`src/rtl/g_rgb_lerp.sv`:
```
// One colour channel of the gradient mapper: registers the rounded product,
// then adds the floor-shifted product onto the lower key.
module g_rgb_lerp #(
    parameter int unsigned n = 8,
    parameter int unsigned F = 4
) (
    input  logic         clk,
    input  logic         rst,
    input  logic         en,
    input  logic [n-1:0] c0_i,
    input  logic [n-1:0] c1_i,
    input  logic [F-1:0] frac_i,
    output logic [n-1:0] out_o
);
    localparam int unsigned DW   = n + 1;
    localparam int unsigned PW   = n + F + 1;
    localparam int unsigned HALF = 1 << (F - 1);

    logic signed [DW-1:0] d_c;
    logic signed [PW-1:0] prod_c;
    logic signed [PW-1:0] p_d;
    logic signed [PW-1:0] p_q;
    logic        [n-1:0]  c0_q;
    logic        [n-1:0]  out_d;
    logic        [n-1:0]  out_q;

    // |d*frac| + HALF stays below 2^(n+F), so PW bits never overflow
    assign d_c    = $signed({1'b0, c1_i}) - $signed({1'b0, c0_i});
    assign prod_c = PW'(d_c) * PW'($signed({1'b0, frac_i}));
    assign p_d    = prod_c + $signed(PW'(HALF));
    assign out_d  = n'($signed({{(F + 1){1'b0}}, c0_q}) + (p_q >>> F));

    always_ff @(posedge clk) begin
        if (rst) begin
            p_q   <= '0;
            c0_q  <= '0;
            out_q <= '0;
        end else if (en) begin
            p_q   <= p_d;
            c0_q  <= c0_i;
            out_q <= out_d;
        end
    end

    assign out_o = out_q;
endmodule

```
`src/rtl/g_rgb_gradient.sv`:
```
// Luma to RGB false-colour mapper over a writable 17-key palette,
// 3-stage valid/ready pipeline with a global stall.
module g_rgb_gradient #(
    parameter int unsigned m = 8,
    parameter int unsigned n = 8
) (
    input  logic           clk,
    input  logic           rst,
    input  logic [m-1:0]   in_y,
    input  logic           in_valid,
    output logic           in_ready,
    output logic [n-1:0]   out_r,
    output logic [n-1:0]   out_g,
    output logic [n-1:0]   out_b,
    output logic           out_valid,
    input  logic           out_ready,
    input  logic           wr_en,
    input  logic [4:0]     wr_addr,
    input  logic [3*n-1:0] wr_data
);
    localparam int unsigned F    = m - 4;
    localparam int unsigned KEYS = 17;
    localparam int unsigned CW   = 3 * n;

    logic [CW-1:0] key_q [KEYS];
    logic [4:0]    seg_c;
    logic [CW-1:0] c0_c;
    logic [CW-1:0] c1_c;
    logic          en_c;

    logic [CW-1:0] c0_q;
    logic [CW-1:0] c1_q;
    logic [F-1:0]  frac_q;
    logic          v1_q;
    logic          v2_q;
    logic          out_valid_q;
    logic [CW-1:0] rgb;

    // Reset palette: gray ramp with the top key pinned to full scale
    function automatic logic [CW-1:0] ramp_key(input int unsigned k);
        logic [n-1:0] ch;
        if (k >= 16) ch = '1;
        else         ch = n'(k << (n - 4));
        return {3{ch}};
    endfunction

    always_ff @(posedge clk) begin
        if (rst) begin
            for (int k = 0; k < KEYS; k++) key_q[k] <= ramp_key(k);
        end else begin
            for (int k = 0; k < KEYS; k++)
                if (wr_en && (wr_addr == 5'(k))) key_q[k] <= wr_data;
        end
    end

    // Lookup reads the flops directly, so a same-cycle write is not yet visible
    assign seg_c = {1'b0, in_y[m-1:F]};
    assign c0_c  = key_q[seg_c];
    assign c1_c  = key_q[seg_c + 5'd1];

    assign en_c     = !out_valid_q || out_ready;
    assign in_ready = en_c && !rst;

    always_ff @(posedge clk) begin
        if (rst) begin
            c0_q        <= '0;
            c1_q        <= '0;
            frac_q      <= '0;
            v1_q        <= 1'b0;
            v2_q        <= 1'b0;
            out_valid_q <= 1'b0;
        end else if (en_c) begin
            c0_q        <= c0_c;
            c1_q        <= c1_c;
            frac_q      <= in_y[F-1:0];
            v1_q        <= in_valid;
            v2_q        <= v1_q;
            out_valid_q <= v2_q;
        end
    end

    for (genvar ch = 0; ch < 3; ch++) begin : g_ch
        g_rgb_lerp #(.n(n), .F(F)) u_lerp (
            .clk    (clk),
            .rst    (rst),
            .en     (en_c),
            .c0_i   (c0_q[ch*n +: n]),
            .c1_i   (c1_q[ch*n +: n]),
            .frac_i (frac_q),
            .out_o  (rgb[ch*n +: n])
        );
    end

    assign out_r     = rgb[3*n-1:2*n];
    assign out_g     = rgb[2*n-1:n];
    assign out_b     = rgb[n-1:0];
    assign out_valid = out_valid_q;
endmodule

```
`config.mk`:
```
export PLATFORM = sky130hd
export DESIGN_NAME = g_rgb_gradient
export DESIGN_NICKNAME = d
export VERILOG_FILES = /design/src/rtl/g_rgb_lerp.sv /design/src/rtl/g_rgb_gradient.sv
export SDC_FILE = /design/constraint.sdc
export NUM_CORES = 1
export LEC_CHECK = 0
export ABC_CLOCK_PERIOD_IN_PS = 6350
export BUFFER_PORTS_ARGS = -buffer_cell sky130_fd_sc_hd__buf_4
export CORE_ASPECT_RATIO = 0.75
export CORE_MARGIN = 2
export CORE_UTILIZATION = 50
export DETAILED_ROUTE_END_ITERATION = 10
export PLACE_DENSITY = 0.66
export SETUP_SLACK_MARGIN = 0.5
export SLEW_MARGIN = 30
export SYNTH_ARGS = -nofsm -noshare
export SYNTH_HDL_FRONTEND = slang
export SYNTH_HIERARCHICAL = 1
export SYNTH_SLANG_ARGS = --single-unit
```
`constraint.sdc`:
```
create_clock -name clk -period 6.35 [get_ports clk]
set_input_delay 1.27 -clock clk [delete_from_list [all_inputs] [get_ports clk]]
set_output_delay 1.27 -clock clk [all_outputs]
set_load 0.01 [all_outputs]
```
### Word level (Yosys, flattened, before mapping)

Memory sizes are Yosys's and may differ from the RTL's. A register that Yosys moved wholly into a read port is not among the register bits.
Index checks and enable logic that the tools add are counted.

| word-level totals | value |
|---|---|
| register bits after elaboration | 91 |
| memory bits (writable) | 408 |
| input port bits | 42 |
| memories kept | 1 |

Memory list:

| memory | depth | bits a word | read ports | clocked after Yosys merged registers in | write ports | RTL line | source |
|---|---|---|---|---|---|---|---|
| key_q | 17 | 24 | 2 | 2 | 17 | g_rgb_gradient.sv:25 | `logic [CW-1:0] key_q [KEYS];` |

| cells by class | value |
|---|---|
| add/sub/neg operators | 10 |
| multipliers | 3 |
| equal/unequal tests | 16 |
| multiplexer cells | 87 |
| bitwise operators | 17 |
| reduce and logical (&&, ||, !) cells | 22 |

Operators with widths:

| kind | number |
|---|---|
| 2-to-1 mux 24 bit | 17 |
| 2-to-1 mux 8 bit | 17 |
| 2-to-1 mux 1 bit | 53 |
| equality test 5 x 4 -> 1 bit (second input constant) | 8 |
| adder 12 x 5 -> 12 bit (second input constant) | 3 |
| multiplier 9 x 5 -> 12 bit | 3 |
| subtractor 8 x 8 -> 9 bit | 3 |
| adder 8 bit | 3 |
| equality test 5 x 3 -> 1 bit (second input constant) | 4 |
| logical AND 1 bit | 18 |
| OR 1 bit | 17 |
| equality test 5 x 2 -> 1 bit (second input constant) | 2 |
| adder 4 x 1 -> 5 bit (second input constant) | 1 |
| equality test 5 x 1 -> 1 bit (second input constant) | 1 |
| equality test 5 bit (second input constant) | 1 |
| zero test 5 bit | 1 |
| zero test 1 bit | 2 |
| logical OR 1 bit | 1 |

### Longest topological paths before layout

Gate-level depths: netlist of the first run.

| depth | value |
|---|---|
| depth after elaboration | 6 |
| gate-level depth with buffers | 22 |
| mapped depth without buffers | 22 |

### Modules after synthesis

Netlist of the first run, hierarchy kept.

Modules (own cells, without submodules):

| module | times used | cells an instance | area an instance (um^2) | sequential area each (um^2) |
|---|---|---|---|---|
| g_rgb_gradient | 1 | 1144 | 20504.7 | 13352.8 |
| g_rgb_lerp at g_ch[0].u_lerp ... | 2 | 324 | 2723.9 | 480.5 |
| g_rgb_lerp at g_ch[2].u_lerp | 1 | 321 | 2722.6 | 480.5 |

### Worst setup path after synthesis of the first run

OpenSTA, ideal clock, no wires.

| timing path | value |
|---|---|
| path type | register to register |
| start | reg, netlist name c0_q[1] |
| end | reg g_ch[0].u_lerp.p_q[11] |
| library setup time | 79 ps |
| arrival time | 4670 ps |
| required time | 6271 ps |
| slack | 1601 ps |
| stages on the path, launching flop included | 21 |
| path buffers | 0 |
| clock period less this slack | 4749 ps |
| cells stage by stage | dfxtp_1 > inv_1 > ha_1 > nor2b_1 > o21a_1 > o21ai_0 > nand2b_1 > a211oi_1 > nor3b_1 > ha_1 > fa_1 > inv_1 > fa_1 > inv_1 > ha_1 > and2b_1 > o21bai_1 > a21boi_1 > o41a_1 > xnor3_1 > a211oi_2 |

RTL lines:

| what | RTL line | source |
|---|---|---|
| end signal: assignment | g_rgb_lerp.sv:39 | `p_q <= p_d;` |
| end: declaration | g_rgb_lerp.sv:22 | `logic signed [PW-1:0] p_q;` |

==> results of run 1 <==
[tightest hold or removal path, stage by stage, from the launching register on]
cell     delay (ns)
dfxtp_1        0.31
nand2_1        0.05
a21oi_1        0.05
[layout by cell type (no fill, tap or decap), types with 8 or more instances in the layout]
master       n
clkbuf_1     8
ha_1       114
clkbuf_16   53
bufinv_16    8
inv_1      181
or3_1       24
o21a_1      14
and2b_2      9
a21oi_1    112
a22o_1      24
fa_1        57
nor3b_1     12
a211oi_1     9
nand2_1    172
clkinv_1    10
and2_1      80
nand3_1     18
mux2i_1     84
clkinv_2    12
nor2_1      69
nor2b_1     22
nand2b_1    41
dfxtp_1    126
edfxtp_1   408
xnor2_1     33
nor3_1      18
nor4_1      12
or4_1        9
xor2_1      13
o221ai_1    24
mux4_2     192
o21ai_0     28
buf_4      101
[per-stage QoR]
step	instances	area [um^2]	power, uW	hold WS [ns]
after floorplan	2113	28700	6380	0.432
after global placement	2841	30100	7020	0.441
after detailed placement	2842	30100	7100	0.451
after CTS	2942	31900	10400	0.460
after global routing	2943	32000	10900	0.490
final	2943	32000	10300	0.459
[cell usage after synthesis (all sizes together), types with 3 or more instances]
library cell    n
o221ai         24
clkbuf         53
nor2b          22
xor2           14
mux4          192
ha            115
a21oi         113
o21ai          47
nand3          18
or3            25
nor3           18
xnor3           3
and4bb          3
a31oi           3
and3            3
nand2         174
o41ai           3
nor3b          12
edfxtp        408
o21ba           3
dfxtp         127
nor4           12
o21bai          3
inv           183
a41oi           3
nand2b         41
a21o            7
a21boi          3
or4             9
fa             57
a211oi         12
xnor2          34
nand3b          7
and2           80
mux2i          84
buf            55
and2b          12
o311ai          3
nand4           3
o211ai          5
o21a           14
o31ai           4
a22o           24
o41a            3
nor2           73
[cells by family (layout without fill, tap and decap cells)]
logic type / count (synthesis) / in the layout / share of synthesized area [%]
flops: 535 / 535 / 51.6
mux: 276 / 276 / 18.0
buf+inv: 291 / 390 / 4.29
simple gates: 514 / 514 / 9.24
fa+ha+maj: 172 / 172 / 9.00
compound gates: 274 / 274 / 6.17
xor+xnor: 51 / 51 / 1.70
[report_power, final]
part | switching, uW | internal [uW]
Combinational | 1450 | 1270
Sequential | 211 | 4110
Clock | 1390 | 1910
Total | 3050 | 7290
[metal layers]
metal	global-route usage, %	part of all wire [%]
met2	37.9	45
met3	5.35	9.2
met5	0	0
met4	5.92	2.3
met1	34.9	43
[final cells by class]
| cell class | count | area share (%) |
|---|---|---|
| Clock inverter | 36 | 1.35 |
| Inverter | 183 | 2.15 |
| Multi-Input combinational cell | 1287 | 40.3 |
| Sequential cell | 535 | 46.3 |
| Tap cell | 731 | 2.86 |
| Timing Repair Buffer | 107 | 2.70 |
| Clock buffer | 64 | 4.37 |
[flip-flops by register name (all words and copies together) (netlist names)]
register           count
c0_q                  24
c1_q                  24
frac_q                 4
g_ch.u_lerp/c0_q      24
g_ch.u_lerp/out_o     24
g_ch.u_lerp/p_q       24
key_q                408
out_valid              1
v1_q                   1
v2_q                   1
[path summary, 6_finish.rpt]
kind,from,end,slack [ns],cells after the start
worst max-delay path,c0_q[9]$_SDFFE_PP0N_,g_ch[1].u_lerp/p_q[11]$_SDFFE_PP0P_,1.19,20
worst min-delay path,v1_q$_SDFFE_PP0N_,v1_q$_SDFFE_PP0N_,0.46,2
worst max register to register,c0_q[9]$_SDFFE_PP0N_,g_ch[1].u_lerp/p_q[11]$_SDFFE_PP0P_,1.19,20
worst min register to register,v1_q$_SDFFE_PP0N_,v1_q$_SDFFE_PP0N_,0.46,2
==> impl_metrics.ini, run 1 <==
[status]
status = finished clean

[placement]
dpl.hpwl_mm = 43.1
gp_congestion = 0.795
place_ws_ns = 1.21
io_buffer_count = 67

[power_and_ir_drop]
ir_drop_uv = 291
p_leak_uw = 0.0123
powerDensity_nw_per_um2 = 323

[route]
vias = 17700
drcViolationCount = 0
drt.antenna.violating_nets = 0
viasPerCell = 6.01
drt_pre_antenna_iters = 6
wl_mm = 70.3
drt_iter0_drc = 1485
wl_per_cell_um = 23.9

[floorplanning]
core_area_um2 = 56300
ios = 68
die_h_um = 211
start_util_pct = 50.9
rows = 75
die_w_um = 281
die_area_um2 = 59300

[synth]
async_flop_share_pct = 0
synth-seq-area-share_pct = 51.6
synth.avg_cell_area_um2 = 13.6
synth_top_area_share_pct = 42.7
ys_types = 58
synth_warnings = 6
syn_area_um2 = 28700
yosysTopAreaCell = edfxtp_1
synth_flop_cell = edfxtp_1
ys_top_cells_by_area = edfxtp_1 43%, mux4_2 15%, dfxtp_1 8.9%, ha_1 5.0%, fa_1 4.0%
synth_cells = 2113
synth_seq_cells = 535
synth-edff-count = 408
syn-num-nets = 2327

[sta]
tightest_slew_ns = 0.956
post-route-min-period_ns = 5.16
max_freq_mhz = 194
timing.setup.tns_ns = 0
drv_slew = 0
finalSetupViolations = 0
skew_ns = 0.0529
period_share_pct = 81.2
relSlewSlack_pct = 36.0
finalHoldViolCount = 0
rsz0062_at_grt = false
setup_slack_ns = 1.19

[cts]
h-tree-depth = 2
clkSlewWorstSetupHoldPaths_ns = 0.06
cts_buffers = 53
cts_setup_buffers = 0
clk_path_buf_depth = 3
cts_tree = built
cts.repair.resized = 0
clock_latency_ns = 0.64
cts.sinks = 535
cts_hold_buf = 0
root_buffer = clkbuf_16

[critical_path]
slowest_delay_ns = 0.53
crit_family = adder cells
endpoint_kind = flip-flop
crit_chain = inv_1, ha_1, nor2b_1, o21a_1, o21ai_0, nand2b_1, a211oi_1, nor3b_1, ha_1, fa_1, inv_1, fa_1, inv_1, ha_1, and2b_1, o21bai_1, a21boi_1, o41a_1, xnor3_1, a211oi_2
worstPathArrival_ns = 5.68
crit_path_start_kind = flip-flop
crit_path_max_fanout = 4
cp.required_ns = 6.87
cp.buffers_inverters = 3
cpMaxStageDelayCell = fa_1
path_class = reg2reg

[layout]
multi_input_area_um2 = 12900
final_layout_size_suffix_gt1_share_pct = 19.5
fin_util_pct = 56.8
fin_nets = 2381
regArea_um2 = 14800
area.growth.synth_to_final_pct = 11.5
fillers = 4469
antenna_cells = 0

[worst_hold_path]
hp-class = reg2reg

[global_route]
grt_max_degree = 155
grt_pass1_vias = 17900
overflow = 0
grt_pass1_wl_mm = 108
antenna_found_initial = 0
track_usage_pct = 24.3

[flow_run]
cap_violations = 0
(Power assumes the default switching activity.)
==> run 2, diff against run 1 <==
--- a/config.mk
+++ b/config.mk
@@ -5,13 +5,13 @@
 export SDC_FILE = /design/constraint.sdc
 export NUM_CORES = 1
 export LEC_CHECK = 0
-export ABC_CLOCK_PERIOD_IN_PS = 6350
+export ABC_CLOCK_PERIOD_IN_PS = 4200
 export BUFFER_PORTS_ARGS = -buffer_cell sky130_fd_sc_hd__buf_4
 export CORE_ASPECT_RATIO = 0.75
 export CORE_MARGIN = 2
 export CORE_UTILIZATION = 50
 export DETAILED_ROUTE_END_ITERATION = 10
-export PLACE_DENSITY = 0.66
+export PLACE_DENSITY = 0.69
 export SETUP_SLACK_MARGIN = 0.5
 export SLEW_MARGIN = 30
 export SYNTH_ARGS = -nofsm -noshare
==> constraint.sdc (replaced) <==
create_clock -name clk -period 4.2 [get_ports clk]
set_input_delay 0.84 -clock clk [delete_from_list [all_inputs] [get_ports clk]]
set_output_delay 0.84 -clock clk [all_outputs]
set_load 0.01 [all_outputs]
==> impl_metrics.ini, run 2 (synthesis gave the netlist of run 1 again) <==
[layout]
largest_reg_flops = 408
final_cell_mix = 408 x edfxtp_1, 245 x buf_4, 192 x mux4_2
fin_nets = 2537
fin_cells = 3097
top_register = key_q
final_layout_size_suffix_gt1_share_pct = 30.4
final_common_cell = edfxtp_1
fillers = 4260
antenna_cells = 0
area.growth.synth_to_final_pct = 18.6

[placement]
dpl.cell_count = 2977
gp_congestion = 0.819
io_buffer_count = 67
dpl.hpwl_mm = 46.5

[route]
wl_per_cell_um = 23.7
drt.antenna.violating_nets = 0
drt_iter0_drc = 1775
viasPerCell = 5.99
wl_mm = 73.4
vias = 18500
drt_pre_antenna_iters = 6
drcViolationCount = 0

[sta]
post-route-min-period_ns = 4.57
skew_ns = 0.0360
finalHoldViolCount = 0
finalSetupViolations = 18
whs_ns = 0.466
period_share_pct = 109
max_freq_mhz = 219
tightest_slew_ns = 1.06
setup_slack_ns = -0.367
drv_slew = 0
relSlewSlack_pct = 29.0
timing.setup.tns_ns = -3.00
rsz0062_at_grt = true

[status]
status = finished, violations left
violations = negative setup slack

[power_and_ir_drop]
p_sw_share_pct = 29.8
p_sw_uw = 5100
pwr-share-seq_pct = 38.1
p_leak_uw = 0.0132
p_clk_share_pct = 29.6
p_int_uw = 12000
combinationalPowerShare_pct = 32.3
ir_drop_uv = 308
powerDensity_nw_per_um2 = 503

[critical_path]
crit_family = adder cells
worstPathArrival_ns = 5.09
crit_path_max_fanout = 3
slowest_delay_ns = 0.54
endpoint_kind = flip-flop
crit_chain = ha_4, nor2b_4, o21a_1, o21ai_2, nand2b_1, a211oi_4, nor3b_2, ha_1, fa_1, inv_2, fa_1, inv_2, ha_4, and2b_1, o21bai_1, a21boi_2, o41a_1, xnor3_1, a211oi_2
path_class = reg2reg
cp.buffers_inverters = 2
crit_path_start_kind = flip-flop
cp.required_ns = 4.73
cpMaxStageDelayCell = fa_1

[global_route]
use_met1_pct = 34.8
antenna_found_initial = 0
grt_pass1_vias = 19000
grt.busiest_layer = met2
track_usage_pct = 25.2
gr-usage-met3_pct = 7.01
grt_use_met2_pct = 39.5
overflow = 0
grt_pass1_wl_mm = 112
grt_max_degree = 89

[cts]
h-tree-depth = 2
cts.sinks = 535
cts_buffers = 52
clkSlewWorstSetupHoldPaths_ns = 0.07
cts_tree = built
clk_path_buf_depth = 3
root_buffer = clkbuf_16
clock_latency_ns = 0.64

[floorplanning]
die_w_um = 281
die_h_um = 211
start_util_pct = 50.9
die_area_um2 = 59300
core_area_um2 = 56300
ios = 68
rows = 75

[worst_hold_path]
hp-class = reg2reg

[flow_run]
cap_violations = 0
-- run 2: path summary, 6_finish.rpt --
check | start | endpoint | slack (ns) | depth (start not counted)
worst max-delay path | c1_q[9]$_SDFFE_PP0N_ | g_ch[1].u_lerp/p_q[11]$_SDFFE_PP0P_ | -0.37 | 19
worst min-delay path | v2_q$_SDFFE_PP0N_ | v2_q$_SDFFE_PP0N_ | 0.47 | 2
worst max register to register | c1_q[9]$_SDFFE_PP0N_ | g_ch[1].u_lerp/p_q[11]$_SDFFE_PP0P_ | -0.37 | 19
worst min register to register | v2_q$_SDFFE_PP0N_ | v2_q$_SDFFE_PP0N_ | 0.47 | 2
-- run 2: final cells by class --
type	instances	area [um^2]	share of cell area, %
Sequential cell	535	14800	43.6
Multi-Input combinational cell	1287	13600	40.1
Timing Repair Buffer	264	2100	6.18
Clock buffer	60	1360	4.01
Tap cell	731	915	2.69
Inverter	183	688	2.02
Clock inverter	37	482	1.42
-- run 2: worst reg2reg max path: stages, from the launching register on --
cell	delay, ns
dfxtp_4	0.36
ha_4	0.23
nor2b_4	0.11
o21a_1	0.20
o21ai_2	0.15
nand2b_1	0.13
a211oi_4	0.33
nor3b_2	0.09
ha_1	0.30
fa_1	0.50
inv_2	0.04
fa_1	0.54
inv_2	0.05
ha_4	0.21
and2b_1	0.17
o21bai_1	0.19
a21boi_2	0.10
o41a_1	0.38
xnor3_1	0.20
a211oi_2	0.21
-- run 2: timing repair --
action | in CTS | in global routing
pin swaps | 60 | 48
setup buffers | 17 | 6
resized for setup | 82 | 55
endpoints found under the setup margin | 24 | 24
hold buffers | 0 | 0
-- run 2: power groups by stage --
stage	sequential, uW	combinational (uW)	clock [uW]
global placement	6570	4730	0
floorplan	6540	3250	0
global route	6580	6130	5330
finish	6520	5540	5060
CTS	6510	5260	5120
detailed placement	6620	4860	0
-- run 2: metal layers --
metal  wire (um)  part of all wire (%)  vias to the layer above
li1            -                     -                     8306
met1       29900                    41                     9310
met2       33800                    46                      805
met3        8100                    11                      121
met4        1630                   2.2                        0
met5           0                     0                        -
-- run 2: stage by stage --
step | util, % | instance area (um^2) | power (uW) | worst slack (ns)
4_1_cts | 59.8 | 33700 | 16900 | -0.313
3_3_place_gp | 55.6 | 31300 | 11300 | -0.252
2_1_floorplan | - | 28900 | 9780 | -0.100
5_1_grt | 60.4 | 34000 | 18000 | -0.543
6_report | 60.4 | 34000 | 17100 | -0.367
3_5_place_dp | 55.6 | 31300 | 11500 | -0.384
